$ cat src/rtl/neurona_pkg.sv
// rtl/neurona_pkg.sv - shared types and constants for the serial neuron
package neurona_pkg;

    typedef enum logic [1:0] {
        IDLE,
        ACCUM,
        DONE
    } state_t;

    localparam int N_PIXELS = 49;
    localparam int W_WIDTH  = 8;

    // The beat counter must be able to hold N_INPUTS itself after the last beat.
    function automatic int count_width(input int n);
        return $clog2(n + 1);
    endfunction

endpackage

$ cat src/rtl/neurona_activacion.sv
// rtl/neurona_activacion.sv - optional ReLU followed by signed saturation to OUT_WIDTH
module neurona_activacion #(
    parameter int ACC_WIDTH = 14,
    parameter int OUT_WIDTH = 8,
    parameter int RELU      = 1
) (
    input  logic signed [ACC_WIDTH-1:0] acc_i,
    output logic signed [OUT_WIDTH-1:0] value_o,
    output logic                        sat_o
);

    localparam logic signed [ACC_WIDTH-1:0] MAX_V = ACC_WIDTH'((1 << (OUT_WIDTH - 1)) - 1);
    localparam logic signed [ACC_WIDTH-1:0] MIN_V = ~MAX_V;

    logic signed [ACC_WIDTH-1:0] relu_v;

    always_comb begin
        relu_v  = ((RELU != 0) && acc_i[ACC_WIDTH-1]) ? '0 : acc_i;
        sat_o   = 1'b0;
        value_o = relu_v[OUT_WIDTH-1:0];
        if (relu_v > MAX_V) begin
            value_o = MAX_V[OUT_WIDTH-1:0];
            sat_o   = 1'b1;
        end else if (relu_v < MIN_V) begin
            value_o = MIN_V[OUT_WIDTH-1:0];
            sat_o   = 1'b1;
        end
    end

endmodule

$ cat src/rtl/neurona_serial.sv
// rtl/neurona_serial.sv - streaming single neuron: serial MAC over N_INPUTS pixel/weight beats
module neurona_serial #(
    parameter int N_INPUTS  = neurona_pkg::N_PIXELS,
    parameter int W_WIDTH   = neurona_pkg::W_WIDTH,
    parameter int ACC_WIDTH = 14,
    parameter int OUT_WIDTH = 8,
    parameter int RELU      = 1
) (
    input  logic                        clk,
    input  logic                        reset,
    input  logic signed [W_WIDTH-1:0]   bias,
    input  logic                        in_valid,
    output logic                        in_ready,
    input  logic                        in_pixel,
    input  logic signed [W_WIDTH-1:0]   in_weight,
    output logic                        out_valid,
    input  logic                        out_ready,
    output logic signed [OUT_WIDTH-1:0] out_value,
    output logic                        out_sat
);

    import neurona_pkg::*;

    localparam int COUNT_WIDTH = count_width(N_INPUTS);

    state_t                      state_q;
    logic [COUNT_WIDTH-1:0]      count_q, count_d;
    logic signed [ACC_WIDTH-1:0] acc_q, acc_d, term_d, base_d;
    logic                        in_ready_q, out_valid_q, out_sat_q;
    logic signed [OUT_WIDTH-1:0] out_value_q;
    logic signed [OUT_WIDTH-1:0] act_value;
    logic                        act_sat;
    logic                        beat, last_beat;

    assign beat = in_valid && in_ready_q;

    // The first beat of an inference folds the bias in, so no separate bias cycle is needed.
    always_comb begin
        term_d    = in_pixel ? {{(ACC_WIDTH - W_WIDTH){in_weight[W_WIDTH-1]}}, in_weight} : '0;
        base_d    = (state_q == IDLE) ? {{(ACC_WIDTH - W_WIDTH){bias[W_WIDTH-1]}}, bias} : acc_q;
        acc_d     = base_d + term_d;
        count_d   = (state_q == IDLE) ? COUNT_WIDTH'(1) : count_q + 1'b1;
        last_beat = (state_q == IDLE) ? (N_INPUTS == 1) : (count_q == COUNT_WIDTH'(N_INPUTS - 1));
    end

    neurona_activacion #(
        .ACC_WIDTH(ACC_WIDTH),
        .OUT_WIDTH(OUT_WIDTH),
        .RELU     (RELU)
    ) u_activacion (
        .acc_i  (acc_d),
        .value_o(act_value),
        .sat_o  (act_sat)
    );

    // The activation sees the sum including the last term, giving a one-cycle result latency.
    always_ff @(posedge clk or posedge reset) begin
        if (reset) begin
            state_q     <= IDLE;
            count_q     <= '0;
            acc_q       <= '0;
            in_ready_q  <= 1'b1;
            out_valid_q <= 1'b0;
            out_value_q <= '0;
            out_sat_q   <= 1'b0;
        end else begin
            case (state_q)
                IDLE, ACCUM: begin
                    if (beat) begin
                        acc_q   <= acc_d;
                        count_q <= count_d;
                        if (last_beat) begin
                            state_q     <= DONE;
                            in_ready_q  <= 1'b0;
                            out_valid_q <= 1'b1;
                            out_value_q <= act_value;
                            out_sat_q   <= act_sat;
                        end else begin
                            state_q <= ACCUM;
                        end
                    end
                end
                DONE: begin
                    if (out_ready) begin
                        state_q     <= IDLE;
                        count_q     <= '0;
                        acc_q       <= '0;
                        in_ready_q  <= 1'b1;
                        out_valid_q <= 1'b0;
                    end
                end
                default: state_q <= IDLE;
            endcase
        end
    end

    assign in_ready  = in_ready_q;
    assign out_valid = out_valid_q;
    assign out_value = out_value_q;
    assign out_sat   = out_sat_q;

endmodule

$ cat config.mk
export PLATFORM = sky130hd
export DESIGN_NAME = neurona_serial
export DESIGN_NICKNAME = d
export VERILOG_FILES = /design/src/rtl/neurona_pkg.sv /design/src/rtl/neurona_activacion.sv /design/src/rtl/neurona_serial.sv
export SDC_FILE = /design/constraint.sdc
export NUM_CORES = 1
export LEC_CHECK = 0
export ABC_AREA = 1
export CAP_MARGIN = 20
export CORE_MARGIN = 2
export CORE_UTILIZATION = 59
export CTS_CLUSTER_SIZE = 14
export DETAILED_ROUTE_END_ITERATION = 8
export PLACE_DENSITY_LB_ADDON = 0.12
export SYNTH_ARGS = -nofsm -noshare
export SYNTH_HDL_FRONTEND = slang
export SYNTH_SLANG_ARGS = --single-unit
$ cat constraint.sdc
create_clock -name clk -period 6.5 [get_ports clk]
set_input_delay 0.975 -clock clk [delete_from_list [all_inputs] [get_ports clk]]
set_output_delay 0.975 -clock clk [all_outputs]
set_load 0.05 [all_outputs]
== Word level (Yosys, flattened, before mapping) ==
Index checks and enable logic that the tools add are counted.
W data, S select, Z words.

* Bits in registers: 33
* Bits in latches: 0
* Memory bits (writable): 0
* ROM bits: 0
* Input port bits: 21
* Output and inout bits: 11
* Word-level logic and storage cells: 52
* Memories: 0

* Add/sub/neg operators: 2
* Multiply operators: 0
* Divide/modulo/power cells: 0
* $lt $le $gt $ge: 2
* Equality and inequality tests: 6
* Shifts and indexed selects: 0
* Muxes and demuxes: 27
* Bitwise logic cells: 0
* Reductions and logical operators: 8

{| class="wikitable"
|+ Operator list
! cell !! count
|-
| $mux W14 || 4
|-
| $pmux W14 S2 || 1
|-
| $mux W6 || 3
|-
| $mux W8 || 2
|-
| $add A14 B14 Y14 || 1
|-
| $gt A14 B8 Y1 const B || 1
|-
| $lt A14 B8 Y1 const B || 1
|-
| $mux W13 || 1
|-
| $pmux W6 S2 || 1
|-
| $mux W1 || 9
|-
| $add A6 B1 Y6 const B || 1
|-
| $eq A6 B6 Y1 const B || 1
|-
| $mux W2 || 3
|-
| $ne A2 B2 Y1 const B || 3
|-
| $reduce_and A3 Y1 || 2
|-
| $pmux W1 S2 || 2
|-
| $pmux W2 S2 || 1
|-
| $reduce_and A4 Y1 || 1
|-
| $eq A2 B1 Y1 const B || 1
|-
| $eq A2 B2 Y1 const B || 1
|-
| $logic_not A2 Y1 || 1
|-
| $reduce_and A2 Y1 || 1
|-
| $reduce_bool A2 Y1 || 1
|-
| $reduce_or A2 Y1 || 1
|-
| $logic_and A1 B1 Y1 || 1
|}

== Depth between registers and ports, before layout ==
Gate-level depths: netlist of run 1.

* Depth after elaboration: 7
* Gate-level depth with buffers: 20

== Cells and area by module ==
A second synthesis of run 1 with hierarchy kept.

* Cells, all modules: 396
* Area total of the unflattened synthesis: 2577.5 sq um

{| class="wikitable"
|+ Modules (own cells, without submodules)
! module !! times used !! cells each !! area each (sq um) !! seq. area each (sq um)
|-
| neurona_serial || 1 || 373 || 2478.6 || 827.0
|-
| neurona_activacion || 1 || 23 || 98.8 || 0.0
|}

== Worst setup path before layout of run 1 ==
Ideal clock, no wire load.

* Path kind: input-to-reg
* From: in in_pixel
* To: reg out_value_q[0] (netlist: out_value[0])
* Library setup time: 118 ps
* Arrival: 2750 ps
* Required time: 6382 ps
* Path slack: 3632 ps
* Stages: 17
* Path buffers: 1
* Cell sequence: clkbuf_1 -> nand2_1 -> inv_1 -> ha_1 -> fa_1 -> nand2_1 -> nand2_1 -> nand3_1 -> nand2_1 -> nand2_1 -> nand2_1 -> nand2_1 -> nand2_1 -> nor2_4 -> nand3_1 -> nand2_1 -> nand2_1

* Cells in the longest elaborated chain, start to end: 6
* Elaborated cells on any way between the ends: 7
* Classes of those cells: add/sub: 1; order compare: 2; mux: 4

{| class="wikitable"
|+ Ends and longest elaborated chain
! what !! line !! source
|-
| start, declared || neurona_serial.sv:14 || <nowiki>input logic in_pixel,</nowiki>
|-
| $mux W14 (*) || neurona_serial.sv:39 || <nowiki>term_d = in_pixel ? {{(ACC_WIDTH - W_WIDTH){in_weight[W_WIDTH-1]}}, in_weight} : '0;</nowiki>
|-
| $add A14 B14 Y14 (*) || neurona_serial.sv:41 || <nowiki>acc_d = base_d + term_d;</nowiki>
|-
| $mux W13 (*) || neurona_activacion.sv:18 || <nowiki>relu_v = ((RELU != 0) && acc_i[ACC_WIDTH-1]) ? '0 : acc_i;</nowiki>
|-
| $lt A14 B8 Y1 || neurona_activacion.sv:24 || <nowiki>end else if (relu_v < MIN_V) begin</nowiki>
|-
| $mux W8 || neurona_activacion.sv:24 ||
|-
| $mux W8 (*) || neurona_activacion.sv:21 || <nowiki>if (relu_v > MAX_V) begin</nowiki>
|-
| end signal, assigned || neurona_serial.sv:76 || <nowiki>out_value_q <= act_value;</nowiki>
|-
| end, declared || neurona_serial.sv:30 || <nowiki>logic signed [OUT_WIDTH-1:0] out_value_q;</nowiki>
|}

Every way passes the cells marked *; elsewhere a longest branch is shown, timed or not.
A chain may end at the register's enable or synchronous reset.

== Worst setup path in the final report of run 1 ==
* From: in in_pixel
* To: reg out_value_q[6] (netlist: out_value[6])

Same word-level chain as after synthesis.

==> metrics.md, run 1 <==
| Metric | Value |
|---|---|
| Critical Path Source | in_pixel |
| CTS root buf | clkbuf_8 |
| Reg2reg start | state_q[0] |
| Top-count cell post-synth | nand2_1 |
| DR vias | ~2200 |
| Mux cell area share after synthesis | 0% |
| R2R depth | 18 |
| # DRC | 0 |
| Cell area power density | 177 nW/um^2 |
| Final Skew | 7.56 ps |
| Final ANT Viol Nets | 0 |
| Hold Crit Start | out_value[7] |
| FMAX | about 300 MHz |
| Cell Rows | 23 |
| Hold endpoint | out_value[7] |
| Clock latency on the worst-skew pair | 290 ps |
| Final instance area | 2870 sq um |
| Hold Vio Cnt, Final | 0 |
| Unrepaired setup endpoints after global routing | false |
| CP startpoint kind | primary input |
| Netlist cell types | 29 |
| Peak VDD IR | approximately 0.22 mV |
| Post-DP Area | 2750 sq um |
| Fraction of layout cells with a size suffix above 1 | 5.44% |
| Overall power | roughly 510 uW |
| Area contributors post-synth | dfrtp_1, nand2_1, inv_1 |
| Critical-path cell list | clkdlybuf4s50_1 -> nand2_1 -> inv_1 -> ha_1 -> fa_1 -> nand2_1 -> nand2_1 -> nand3_1 -> nand2_1 -> nand2_1 -> nand2_1 -> nand2_1 -> nand2_1 -> nor2_4 -> nand3_1 -> nand2_1 -> nand2_1 |
| CP Capture Type | flop |
| P_leak | roughly 0.0016 uW |
| Final Cycle Share | ~51% |
| Syn nets | between 300 and 400 |
| Number of synthesis warnings | 0 |
| Seq cells post-synth | 33 |
| CTS tree | done |
| Vias per Instance | 5.15 |
| Slew @ Worst Pin | 691 ps |
| Initial DRC Count | 138 |
| Register-to-register setup slack | approximately 3400 ps |
| Effective utilization at floorplan | about three fifths |
| Simple-gate share of the synthesized area | ~32% |
| Gp weighted congestion | 0.982 |
| Min Hold Slack | approximately 460 ps |
| Gr usage total | 25.8% |
| Slowest-stage cell, CP | clkdlybuf4s50_1 |
| Total wire length | approximately 5500 um |
| Detailed-placement wirelength estimate | 4190 um |
| Max Cap Viol | 0 |
| Number of antenna violations at the first check in global routing | 0 |
| CTS clock-pin slew for the worst setup and hold paths | 70 ps |
| Fin nets | 422 |
| Syn_area_per_cell | 6.81 sq um |
| R2R Path End | out_value[6] |
| Adder-Cell Fraction of Synth Area | 8.69% |
| CTS resizes | 0 |
| Hold WC Path Type | reg2reg |
| Vias in the first global route | 1936 |
| Final setup viols | 0 |
| Slew Limit Headroom | between 50% and 60% |
| CP max stage delay | 560 ps |
| CP Max Fanout | 8 |
| Crit path arrival time | 3460 ps |
| Inserted Clock Buffers | 5 |
| XOR/XNOR Fraction of Synth Area | 2.56% |
| Post-Syn Area | 2390 sq um |
| Number of synthesized flops with an enable pin | 0 |
| Ant. Diodes | 0 |
| Die ar. | 4580 sq um |
| Max Root-Sink Buffers | 2 |
| DRT Pass-1 Iters | 4 |
| Status | complete, no violations |
| Fin crit period | 3290 ps |
| Largest net degree at the start of global routing | 34 |
| I/O Pins | 32 |
| Max Slew Vio Count | 0 |
| Syn Inst Count | between 300 and 400 |
| First-pass GRT wire length | ~9000 um |
| Most Frequent Cell on Critical Path | nand2_1 |
| Postcts setup bufs | 0 |
| Seq/Total Area, Yosys | 34.6% |
| H-Tree Level Count | 2 |
| Area Growth Syn to Fin | 19.8% |
| Grt ovf | 0 |
| FFs w/ async S/R, synth | 100% |
| Synth Flop Type | dfrtp_1 |
| Synth top cells by count | nand2_1, inv_1, dfrtp_1, nor2_1, nand3_1 |
| Fin util | 72.7% |
| Post-synth top area share | roughly a third |
| Worst Path Required | 6670 ps |
| Clock sink total | 33 |
| Wire per inst | 12.7 um |
| Die height | 67.7 um |
| Largest family of logic cells by synthesized area | simple AND/OR/NAND/NOR gates |
| Worst Setup Path Type | in2reg |
| Synth Area in Compound Gates | ~11% |
| Core area | 3940 sq um |
| Leading area contributor after synthesis | dfrtp_1 |
| Hold depth | 2 |
| Hold_buf cts | 0 |
| Chip Width | 67.7 um |
| Port Buffers | 31 |
| Setup TNS | 0 ps |
[layout make-up]
| class | count | area, sq um |
|---|---|---|
| well taps | 50 | 62.6 |
| clock buffers | 7 | 86.3 |
| fillers | 346 | 1080 |
| repair buffers | 32 | 318 |
| inverters | 61 | 229 |
| multi-input cells | 252 | 1310 |
| flip-flops and latches | 33 | 827 |
| clock inverters | 1 | 30.0 |
[state kept, by name, summed over array words and instances, names as in the netlist]
name       cells
in_ready       1
out_value      8
out_valid      1
count_q        6
out_sat        1
acc_q         14
state_q        2
[cell families after synthesis]
kind of cell / count (synthesis)
flops: 33
xor+xnor: 7
buf+inv: 66
compound gates: 50
simple gates: 179
fa+ha+maj: 16
[worst max-delay path by stage]
stage / to / slack (ps)
2_1_floorplan: out_value[0] / 3630
5_1_grt: out_value[6] / 3010
3_5_place_dp: out_value[5] / 2940
6_report: out_value[6] / 3210
4_1_cts: out_value[6] / 3230
3_3_place_gp: out_value[3] / 2990
[placed cells by master (no fill, tap or decap), types with 3 or more instances in the layout]
cell type,n
nand2_1,118
inv_1,58
dfrtp_1,32
clkdlybuf4s50_1,31
nor2_1,24
nand3_1,22
o21ai_0,21
a21oi_1,17
ha_1,15
o22ai_1,8
clkbuf_8,6
xor2_1,5
inv_2,3
nand4_1,3
nor2_4,3
[metal layers]
| layer | GRT usage [%] | routed length [um] |
|---|---|---|
| met5 | 0 | 0 |
| met2 | 40.8 | 2470 |
| met4 | 7.14 | 61 |
| met1 | 36.8 | 2720 |
| met3 | 3.83 | 285 |
[worst max-delay path, delay by kind of cell]
kind          cells  cell delay, ps
fa+ha+maj         2             690
buf+inv           2             610
simple gates     13            1200
[per-stage QoR]
stage | std cells | setup WS, ps
after detailed placement | 428 | 2940
final | 436 | 3210
after floorplan | 351 | 3630
after CTS | 436 | 3230
after global placement | 428 | 2990
after global routing | 436 | 3010
[where the power goes]
part           switching [uW]  total [uW]  internal [uW]
combinational            65.6         105           39.5
sequential                  0         205            205
clock                    71.3         196            125
Note: power is estimated with default switching activity, not from simulation.
==> run 2, diff against run 1 <==
--- a/config.mk
+++ b/config.mk
@@ -8,7 +8,7 @@
 export ABC_AREA = 1
 export CAP_MARGIN = 20
 export CORE_MARGIN = 2
-export CORE_UTILIZATION = 59
+export CORE_UTILIZATION = 50
 export CTS_CLUSTER_SIZE = 14
 export DETAILED_ROUTE_END_ITERATION = 8
 export PLACE_DENSITY_LB_ADDON = 0.12
==> constraint.sdc (replaced) <==
create_clock -name clk -period 2.95 [get_ports clk]
set_input_delay 0.4425 -clock clk [delete_from_list [all_inputs] [get_ports clk]]
set_output_delay 0.4425 -clock clk [all_outputs]
set_load 0.05 [all_outputs]
==> run 2 against run 1 <==
Global-route usage is 3.3 points lower. Setup slack worse by 3000 ps. Largest cell class unchanged. Critical path type is now reg2reg. Worst hold slack worse by 2.4 ps. Count of clock-buffer cells in the layout is 1 higher. Highest routed layer unchanged. Critical endpoint is now out_value[4].
==> metrics.md, run 2 (same netlist as run 1, synthesis figures left out) <==
| Metric | Value |
|---|---|
| Inserted Clock Buffers | 5 |
| CP Capture Type | flop |
| Overall power | about 1000 uW |
| Max Slew Vio Count | 0 |
| Ant. Diodes | 0 |
| Vias per Instance | 4.95 |
| Psw | 295 uW |
| P_leak | 0.00168 uW |
| I/O Pins | 32 |
| Effective utilization at floorplan | approximately half |
| Min Hold Slack | 463 ps |
| Length of routed met2 wiring | 2560 um |
| CTS clock-pin slew for the worst setup and hold paths | roughly 60 ps |
| Reg2reg start | state_q[1] |
| Fraction of layout cells with a size suffix above 1 | 9.05% |
| Wire per inst | 12.1 um |
| FMAX | 364 MHz |
| Cell area power density | roughly 350 nW/um^2 |
| Status | complete, no violations |
| Max FFs per register | 14 |
| CP startpoint kind | flop |
| H-Tree Level Count | 2 |
| First-pass GRT wire length | ~9500 um |
| Vias in the first global route | 2177 |
| Top sig layer | met4 |
| Gr usage total | 22.5% |
| # DRC | 0 |
| Top reg by flops | acc_q |
| Share of power burned in registers | 43.7% |
| Hold WC Path Type | reg2reg |
| Clock sink total | 33 |
| Largest net degree at the start of global routing | 34 |
| Multi-input logic area | approximately 1300 sq um |
| Hold_buf cts | 0 |
| Critical Path Source | state_q[1] |
| Max Cap Viol | 0 |
| Grt ovf | 0 |
| Worst Setup Path Type | reg2reg |
| Combinational Power Share | 23.4% |
| Slew Limit Headroom | 66.1% |
| Fin crit period | 2740 ps |
| CP Max Fanout | 8 |
| Commonest non-fill, non-tap cell in the layout | nand2_1 |
| DR vias | about 2200 |
| Hold Vio Cnt, Final | 0 |
| FF+latch area | 827 sq um |
| Gp weighted congestion | around 0.91 |
| CTS tree | done |
| Switching part of the total | 28.5% |
| M1 WL | between 2000 and 3000 um |
| Max Root-Sink Buffers | 2 |
| Slew @ Worst Pin | 507 ps |
| DRT Pass-1 Iters | 6 |
| Number of antenna violations at the first check in global routing | 0 |
| Initial DRC Count | 112 |
| Die height | 73.2 um |
| Final setup viols | 0 |
| Fill count | between 400 and 500 |
| Total wire length | 5480 um |
| Fin nets | 434 |
| Crit path arrival time | 2910 ps |
| Hold Crit Start | out_value[7] |
| Final ANT Viol Nets | 0 |
| Clock latency on the worst-skew pair | 280 ps |
| Detailed-placement wirelength estimate | 4230 um |
| Met3 WL post-DR | 156 um |
| Final Skew | 5.55 ps |
| Core area | around 4700 sq um |
| Final instance area | 2950 sq um |
| CTS root buf | clkbuf_8 |
| Worst Path Required | 3120 ps |
| Peak VDD IR | 0.307 mV |
| Area Growth Syn to Fin | 23.4% |
| Port Buffers | 31 |
| Post-DP Area | 2810 sq um |
| Cell Rows | 25 |
| Commonest cells after routing, fill and taps aside | nand2_1, inv_1, dfrtp_1 |
| Die ar. | roughly 5400 sq um |
| Final Cycle Share | 93.0% |
| Pint | 740 uW |
| Clock share of power | 32.9% |
| Chip Width | 73.2 um |
run 2: critical path, stage by stage (launching register included):
cell and delay, ps:
dfrtp_1 390, inv_2 80, nand2_4 90, clkinvlp_4 160, buf_4 190, nand2_1 60, o21ai_1 100, ha_1 380
nand2_1 90, nand2_1 90, a21oi_2 150, nand2_1 90, nand2_1 60, nand2_1 90, nor2_1 110, nand2_1 90
nor2_4 180, nand3_1 110, nand2_1 80, nand2_1 50
run 2: final cells by class:
type	count	area share [%]
inverter	61	7.89
clock buffer	8	3.05
tap	54	2.29
sequential	33	28.0
multi-input combinational	252	44.8
timing repair buffer	44	13.9
run 2: power by group through the flow:
stage / sequential [uW] / clock, uW / combinational, uW
global route: 452 / 374 / 274
global placement: 461 / 0 / 232
detailed placement: 461 / 0 / 232
finish: 453 / 340 / 243
CTS: 453 / 356 / 234
floorplan: 461 / 0 / 158
run 2: path summary, 6_finish.rpt:
check                                     to  slack [ps]  cells after the start
worst max-delay path            out_value[4]         210                     19
worst min-delay path            out_value[7]         460                      2
worst max register to register  out_value[4]         210                     19
worst min register to register  out_value[7]         460                      2
max in group asynchronous           in_ready        2070                      3
min in group asynchronous       out_value[7]         560                      3
run 2: routing by layer:
layer / global-route usage (%) / vias up
li1: - / 1193
met1: 30.7 / 998
met4: 6.58 / 0
met5: 0 / -
met2: 37.3 / 37
met3: 3.04 / 9
run 2: through the flow:
step                      std cells  util, %  TNS, ps  setup slack [ps]
after global placement          440     60.4    -64.9             -20.8
final                           452     63.3        0               206
after global routing            452     63.3    -11.7             -10.3
after detailed placement        440     60.4     -446             -78.4
after floorplan                 351        -        0               260
after CTS                       448     62.3        0               160
run 2: what timing repair did:
item,4_1_cts,5_1_grt
buffers inserted,0,4
setup endpoints to repair,0,8
hold endpoints to repair,0,0
resized for setup,0,8
==> run 3, diff against run 2 <==
==> constraint.sdc (replaced) <==
create_clock -name clk -period 2.4 [get_ports clk]
set_input_delay 0.36 -clock clk [delete_from_list [all_inputs] [get_ports clk]]
set_output_delay 0.36 -clock clk [all_outputs]
set_load 0.05 [all_outputs]
==> run 3 against run 2 <==
Wire length increased by 23%. Global-route usage increased by 1.8 points. The run now ends with negative setup slack left. Worst hold slack got worse by 2.5 ps. Critical path depth decreased by 1. Largest cell class unchanged. Flip-flop and latch count unchanged. Via count increased by 14%. Count of clock-buffer cells in the layout decreased by 2. Setup slack got worse by 430 ps. Total power increased by 36%. Clock power increased by 16%.
==> metrics.md, run 3 (same netlist as run 1, synthesis figures left out) <==
| Metric | Value |
|---|---|
| Number of antenna violations at the first check in global routing | 0 |
| Peak VDD IR | ~0.37 mV |
| CP Max Fanout | 8 |
| Fraction of layout cells with a size suffix above 1 | 32.7% |
| Vias in the first global route | 2405 |
| Crit path arrival time | 2790 ps |
| Fin nets | 476 |
| Clock latency on the worst-skew pair | 290 ps |
| Met2 Track Usage GR | 41.0% |
| Port Buffers | 31 |
| Worst Setup Path Type | reg2reg |
| Unrepaired setup endpoints after global routing | true |
| P_leak | 0.00190 uW |
| Largest net degree at the start of global routing | 34 |
| Final ANT Viol Nets | 0 |
| Reg2reg start | state_q[1] |
| Initial DRC Count | roughly 210 |
| Clock sink total | 33 |
| Slew Limit Headroom | between 60% and 70% |
| Hold Vio Cnt, Final | 0 |
| Slew @ Worst Pin | approximately 500 ps |
| # DRC | 0 |
| Gr usage total | between 20% and 30% |
| Final setup viols | 9 |
| FMAX | 382 MHz |
| Fin crit period | 2620 ps |
| Met1 capacity usage during global routing | 30.3% |
| Hold_buf cts | 0 |
| First-pass GRT wire length | 10000 um |
| Cell area power density | slightly below 400 nW/um^2 |
| Commonest cells after routing, fill and taps aside | nand2_1, inv_1, buf_4 |
| Detailed-placement wirelength estimate | 4550 um |
| Final Cycle Share | 109% |
| Core area | between 4000 and 5000 sq um |
| Final worst setup slack | -219 ps |
| Final instance area | 3560 sq um |
| Routing usage on met3 | under 10% |
| Die ar. | 5350 sq um |
| Gp weighted congestion | 0.878 |
| Area Growth Syn to Fin | 49.0% |
| Max Slew Vio Count | 0 |
| Fill count | around 350 |
| Hold WC Path Type | in2async |
| Overall power | 1410 uW |
| Max FFs per register | 14 |
| Total wire length | 6760 um |
| Final Skew | 7.86 ps |
| CTS tree | done |
| Inserted Clock Buffers | 5 |
| Cell Rows | 25 |
| Critical Path Source | state_q[1] |
| Post-DP Area | 3070 sq um |
| Commonest non-fill, non-tap cell in the layout | nand2_1 |
| Max Root-Sink Buffers | 2 |
| CTS clock-pin slew for the worst setup and hold paths | about 60 ps |
| Status | complete, but fails checks |
| Global route hottest layer | met2 |
| Max Cap Viol | 0 |
| Die height | around 73 um |
| Ant. Diodes | 0 |
| CTS root buf | clkbuf_8 |
| Top reg by flops | acc_q |
| CP Capture Type | flop |
| Chip Width | 73.2 um |
| Vias per Instance | a little over 5 |
| H-Tree Level Count | 2 |
| I/O Pins | 32 |
| DRT Pass-1 Iters | 4 |
| Effective utilization at floorplan | 51.3% |
| DR vias | between 2000 and 3000 |
| Setup TNS | -1610 ps |
| CP startpoint kind | flop |
| Fin util | 76.5% |
| Wire per inst | 13.7 um |
| Worst Path Required | approximately 2600 ps |
| Failing checks | negative setup slack |
| Grt ovf | 0 |
-- run 3: cell type report --
| type | count | area [sq um] | area share (%) |
|---|---|---|---|
| well taps | 54 | 67.6 | 1.90 |
| clock buffers | 6 | 72.6 | 2.04 |
| flip-flops and latches | 33 | 827 | 23.2 |
| repair buffers | 85 | 726 | 20.4 |
| repair inverters | 1 | 6.26 | 0.176 |
| inverters | 61 | 236 | 6.64 |
| multi-input cells | 252 | 1620 | 45.4 |
| clock inverters | 2 | 10.0 | 0.281 |
-- run 3: power breakdown --
| group | total, uW | leakage, uW | switching [uW] | internal [uW] |
|---|---|---|---|---|
| clock | 396 | 0.0000450 | 195 | 201 |
| sequential | 556 | 0.000369 | 0 | 556 |
| combinational | 462 | 0.00149 | 247 | 215 |
| total | 1410 | 0.00190 | 442 | 972 |
-- run 3: metal layers --
layer	part of all wire, %	vias up
met4	1.4	0
li1	-	1279
met3	4.3	12
met5	0	-
met1	44	1205
met2	51	62
-- run 3: critical path, cell delays in order, from the launching register on --
cell     delay [ps]
dfrtp_1         410
inv_2           100
nand2_4         100
buf_8           160
nor2_4          220
a21oi_2          80
ha_4            280
nand2_4          80
inv_2            40
a21oi_2         120
nand2_1          90
nand2_1          90
nand2_2          90
nor2_4          120
nand2_2          60
nor2_4          230
nand3_1         120
nand2_1          80
nand2_1          40
-- run 3: path summary, 6_finish.rpt --
path / slack (ps) / cells past startpoint / to
max reg2reg: -220 / 18 / out_value[1]
min reg2reg: 480 / 2 / out_sat
min: 460 / 3 / out_value[7]
max in group asynchronous: 1610 / 3 / in_ready
min in group clk: 480 / 2 / out_sat
max: -220 / 18 / out_value[1]
-- run 3: timing repair --
| item | 4_1_cts | 5_1_grt |
|---|---|---|
| endpoints found under the setup margin | 10 | 11 |
| pin swaps | 5 | 29 |
| buffers inserted | 5 | 8 |
| cloned | 1 | 0 |
| hold endpoints to repair | 0 | 0 |
| gates resized for setup | 41 | 42 |
-- run 3: stage by stage --
stage / instances / hold WS, ps / worst slack (ps)
after floorplan: 351 / 488 / -36.3
after global placement: 472 / 451 / -381
after detailed placement: 472 / 466 / -449
after CTS: 486 / 469 / -86.1
after global routing: 494 / 501 / -348
final: 494 / 460 / -219
==> variant 1, RTL diff (flow settings as in run 3) <==
Re-encode `state_t` (3 states) as one-hot, 3 bits wide.
--- a/src/rtl/neurona_pkg.sv
+++ b/src/rtl/neurona_pkg.sv
@@ -1,10 +1,10 @@
 // rtl/neurona_pkg.sv - shared types and constants for the serial neuron
 package neurona_pkg;
 
-    typedef enum logic [1:0] {
-        IDLE,
-        ACCUM,
-        DONE
+    typedef enum logic [2:0] {
+        IDLE  = 3'b001,
+        ACCUM = 3'b010,
+        DONE  = 3'b100
     } state_t;
 
     localparam int N_PIXELS = 49;
Formal check against the unedited RTL: no difference found for any inputs over 10 cycles, from zero or initial values and one cycle with reset high; not proved beyond that.
==> variant 1 against run 3 <==
  * The run still ends with negative setup slack left
  * First-iteration DRC count decreased by 22%
  * Total power is 5.2% higher
  * Setup slack got worse by 0.13 ns
  * Synthesized area increased by 11%
  * Sequential cell count rose by 1
  * Die area is 11% higher
  * Cell area up 11%
  * Wire length up 7.7%
  * Critical path type unchanged
  * Largest power group unchanged
==> variant 1: results (changes against run 3) <==
STA
  – Final setup viols: 19 (was 9)
  – Slew @ Worst Pin: 0.512 ns (was 0.504 ns)
  – Final WS setup: -0.350 ns (was -0.219 ns)
  – Clock Skews: 0.00511 ns (was 0.00786 ns)

Yosys
  – Synth Area in XOR/XNOR: 0.0165 (was 0.0256)
  – Mean Syn Cell Area: 7.23 sq um (was 6.81 sq um)
  – Top cells by area, synth: dfrtp_1, nand2_1, inv_1 (unchanged)
  – Complex-gate fraction of the synthesized area: 0.118 (was 0.114)
  – Adder-Cell Fraction of Synth Area: 0.0780 (was 0.0869)
  – Synth cell count leaders: nand2_1, inv_1, dfrtp_1, o21ai_0 (was nand2_1, inv_1, dfrtp_1, nor2_1, nand3_1)
  – Syn Nets: 405 (was 388)
  – Synth Register Bits: 34 (was 33)
  – Number of library cell types mapped by synthesis: 36 (was 29)

Run status
  – Outcome: finished, violations left (unchanged)
  – Violated checks: negative setup slack (unchanged)

Detailed routing
  – Routed len/inst: 13.7 um (about the same)
  – Wirelength, routed: 7280 um (was 6760 um)
  – Via/cell ratio: 5.04 (was 5.18)

CTS
  – Post-CTS sizing: 9 (was 41)

Layout
  – Layout cells sized above 1: 0.408 (was 0.327)
  – Multi-input combinational area share: 0.479 (was 0.454)
  – Multi-input gates: 266 (was 252)
  – Non-clock buffer share: 0.201 (was 0.204)
  – ClkCell Share: 0.0230 (was 0.0232)
  – Plain + repair buffers: 91 (was 85)
  – Seq. cell area: 853 sq um (was 827 sq um)
  – # nets final: 497 (was 476)

Worst setup path
  – Slowest stage delay, CP: 0.56 ns (was 0.41 ns)
  – Arrival time at the worst endpoint: 2.91 ns (was 2.79 ns)
  – Slowest CP cell: dfstp_2 (was dfrtp_1)
  – Crit path launch: state_q[0] (was state_q[1])
  – Worst reg-to-reg path cell count: 16 (was 18)

Global routing
  – Vias in the first global route: 2488 (was 2405)
  – GRT Util Overall: 0.227 (was 0.243)
  – Global-route wire length before repair: 11000 um (was 10000 um)

Power
  – Max VDD drop: 446 uV (was 366 uV)
  – Cell-internal power: 0.00104 W (was 0.000972 W)
  – Switching power total: 0.000446 W (was 0.000442 W)
  – Seq group: 0.000573 W (was 0.000556 W)

Placement
  – Post-DP HPWL: 5150 um (was 4550 um)
  – GP Congestion: 0.873 (was 0.878)
  – Dpl cells: 506 (was 472)
  – Post-place setup slack: -0.422 ns (was -0.449 ns)
==> variant 1: how the worst min path moves through the flow <==
stage               slack, ns         to
detailed placement       0.47   acc_q[8]
finish                   0.48   acc_q[5]
CTS                      0.49   acc_q[3]
global route             0.52  out_valid
floorplan                0.45  acc_q[12]
global placement         0.46   acc_q[8]
==> variant 1: tightest hold or removal path: stages <==
cell,delay (ns)
clkdlybuf4s50_1,0.39
inv_1,0.05
buf_4,0.38
==> variant 1: layer usage <==
layer / global-route usage / share of wire / vias to the layer above
li1: - / - / 1351
met1: 0.306 / 0.45 / 1253
met2: 0.396 / 0.50 / 62
met3: 0.0329 / 0.038 / 11
met4: 0.0309 / 0.014 / 0
met5: 0 / 0 / -
==> variant 1: stage by stage <==
stage               cell area [sq um]  setup TNS, ns  utilization
global route                     3970          -5.81        0.778
finish                           3970          -3.53        0.778
CTS                              3510          -2.05        0.687
detailed placement               3380          -4.19        0.662
floorplan                        2690         -0.719            -
global placement                 3380          -3.45        0.662
==> variant 2, RTL diff (settings of run 3) <==
Made on the original files. `OUT_WIDTH` is set to 8 in 2 places; all go to 9.
--- a/src/rtl/neurona_activacion.sv
+++ b/src/rtl/neurona_activacion.sv
@@ -1,7 +1,7 @@
 // rtl/neurona_activacion.sv - optional ReLU followed by signed saturation to OUT_WIDTH
 module neurona_activacion #(
     parameter int ACC_WIDTH = 14,
-    parameter int OUT_WIDTH = 8,
+    parameter int OUT_WIDTH = 9,
     parameter int RELU      = 1
 ) (
     input  logic signed [ACC_WIDTH-1:0] acc_i,
--- a/src/rtl/neurona_serial.sv
+++ b/src/rtl/neurona_serial.sv
@@ -3,7 +3,7 @@
     parameter int N_INPUTS  = neurona_pkg::N_PIXELS,
     parameter int W_WIDTH   = neurona_pkg::W_WIDTH,
     parameter int ACC_WIDTH = 14,
-    parameter int OUT_WIDTH = 8,
+    parameter int OUT_WIDTH = 9,
     parameter int RELU      = 1
 ) (
     input  logic                        clk,
Ports: changed (resized out_value); port bits go from 32 to 33. No check against the original RTL was run, so the function may have changed too.
==> variant 2 against run 3 <==
  * Non-clock buffer count is 20 higher
  * Cell area up 21%
  * Count of clock-buffer cells in the layout shrank 1
  * Synthesized area increased by 11%
  * Total power grew 25%
  * Sequential cell count is 1 higher
  * Critical path depth is 1 lower
  * Wire length up 29%
  * Worst hold slack hardly changed
  * The flow still finishes with violations (negative setup slack)
  * Setup slack gained 0.12 ns
  * Largest power group is now the clock network
==> variant 2: results (changes against run 3) <==
Placement
  – GP Congestion: 0.865 (was 0.878)
  – Dpl cells: 525 (was 472)
  – IO buf count: 32 (was 31)
  – Post-DP HPWL: 5040 um (was 4550 um)
  – Post-place setup slack: -0.373 ns (was -0.449 ns)
  – Post-Place Cell Area: 3310 sq um (was 3070 sq um)

Layout
  – Layout cells sized above 1: 0.406 (was 0.327)
  – Largest register FFs: 14 (unchanged)
  – Largest Register: acc_q (unchanged)
  – # nets final: 537 (was 476)
  – Fin cells: 570 (was 494)

Power
  – Max VDD drop: 409 uV (was 366 uV)
  – Switching power total: 0.000518 W (was 0.000442 W)
  – Leak: 2.24 nW (was 1.90 nW)
  – Net Sw Frac: 0.294 (was 0.312)
  – Seq group: 0.000572 W (was 0.000556 W)
  – P_comb: 0.000526 W (was 0.000462 W)

Yosys
  – Synth cell count leaders: nand2_1, inv_1, dfrtp_1, o21ai_0, nand3_1 (was nand2_1, inv_1, dfrtp_1, nor2_1, nand3_1)
  – Cells after Synth: 391 (was 351)
  – Number of library cell types mapped by synthesis: 38 (was 29)
  – Top cells by area, synth: dfrtp_1, nand2_1, inv_1 (unchanged)
  – Top cell type by total area after synthesis: dfrtp_1 (unchanged)
  – Syn Nets: 429 (was 388)
  – Sequential area share after synthesis: 0.321 (was 0.346)

Worst setup path
  – Critical path endpoint: out_value[1] (unchanged)
  – FF-to-FF End: out_value[1] (unchanged)
  – Slowest CP cell: dfrtp_2 (was dfrtp_1)
  – Slowest stage delay, CP: 0.46 ns (was 0.41 ns)
  – Worst reg-to-reg path cell count: 17 (was 18)
  – Arrival time at the worst endpoint: 2.69 ns (was 2.79 ns)
  – CP max FO: 6 (was 8)
  – Top Family by Delay on Critical Path: simple AND/OR/NAND/NOR gates (unchanged)

Run status
  – Violated checks: negative setup slack (unchanged)
  – Outcome: finished, violations left (unchanged)

STA
  – Clock Skews: 0.00582 ns (was 0.00786 ns)
  – Slew @ Worst Pin: 0.502 ns (was 0.504 ns)
  – Setup_tns: -0.826 ns (was -1.61 ns)
  – Final setup viols: 12 (was 9)
  – Final WS setup: -0.0964 ns (was -0.219 ns)

Detailed routing
  – DR iter-0 viols: 191 (was 208)
  – Wirelength, routed: 8750 um (was 6760 um)
  – First-pass DRT Iterations: 4 (unchanged)
  – Via/cell ratio: 5.19 (was 5.18)

Min path
  – Hold Crit Class: in2async (unchanged)

CTS
  – CTS Buf Count: 5 (unchanged)
  – Maximum clock path buffer count: 2 (unchanged)
  – Htree depth: 2 (unchanged)
  – Clock-pin slew on the worst setup and hold paths: 0.08 ns (was 0.06 ns)

Global routing
  – Vias in the first global route: 2877 (was 2405)
  – Largest net degree at the start of global routing: 35 (was 34)
  – GRT Util Overall: 0.266 (was 0.243)
  – Global-route wire length before repair: 12800 um (was 10000 um)
  – Initial antenna violation count: 0 (unchanged)
## variant 2: layout make-up
| class | instances | area (sq um) |
|---|---|---|
| clock buffer | 5 | 68.8 |
| clock inverter | 3 | 68.8 |
| fill | 296 | 807 |
| inverter | 75 | 304 |
| multi-input combinational | 278 | 1970 |
| sequential | 34 | 855 |
| tap | 70 | 87.6 |
| timing repair buffer | 105 | 946 |
## variant 2: cell families after synthesis
kind of cell / count (synthesis) / share of synthesized area
AO/OA/AOI/OAI: 44 / 0.0886
XOR/XNOR: 4 / 0.0132
adder cells (fa/ha/maj): 17 / 0.0830
buffers and inverters: 82 / 0.126
flip-flops: 34 / 0.321
AND/OR/NAND/NOR: 210 / 0.368
## variant 2: worst min path at each step
stage,endpoint,slack (ns),depth (start not counted)
2_1_floorplan,in_ready,0.49,2
3_3_place_gp,out_value[8],0.45,2
3_5_place_dp,out_value[8],0.47,2
4_1_cts,out_value[5],0.48,3
5_1_grt,in_ready,0.50,2
6_report,out_value[8],0.46,3
## variant 2: worst reg2reg max path, cell delays in order, from the launching register on
cell and delay (ns):
dfrtp_2 0.46, nor2_8 0.19, buf_6 0.14, nand2_8 0.06, clkinv_8 0.07, a21oi_2 0.04
ha_1 0.33, nand2_1 0.12, nand2_2 0.10, nand2_2 0.08, nand2_2 0.07, a21oi_4 0.16
buf_6 0.14, nand3_4 0.10, nand2_4 0.11, nor2_4 0.05, nand2_4 0.10, nand2_1 0.06
## variant 2: layer usage
metal  track usage  part of all wire
met5             0                 0
met4        0.0618             0.022
met3        0.0400             0.036
met2         0.491              0.54
met1         0.322              0.40
## variant 2: repair_timing
action                     in CTS  in global routing
hold endpoints to repair        0                  0
cloned                          4                  0
setup buffers                  23                 11
setup endpoints to repair      14                 20
resized for setup              58                 84
pin swaps                      38                 70
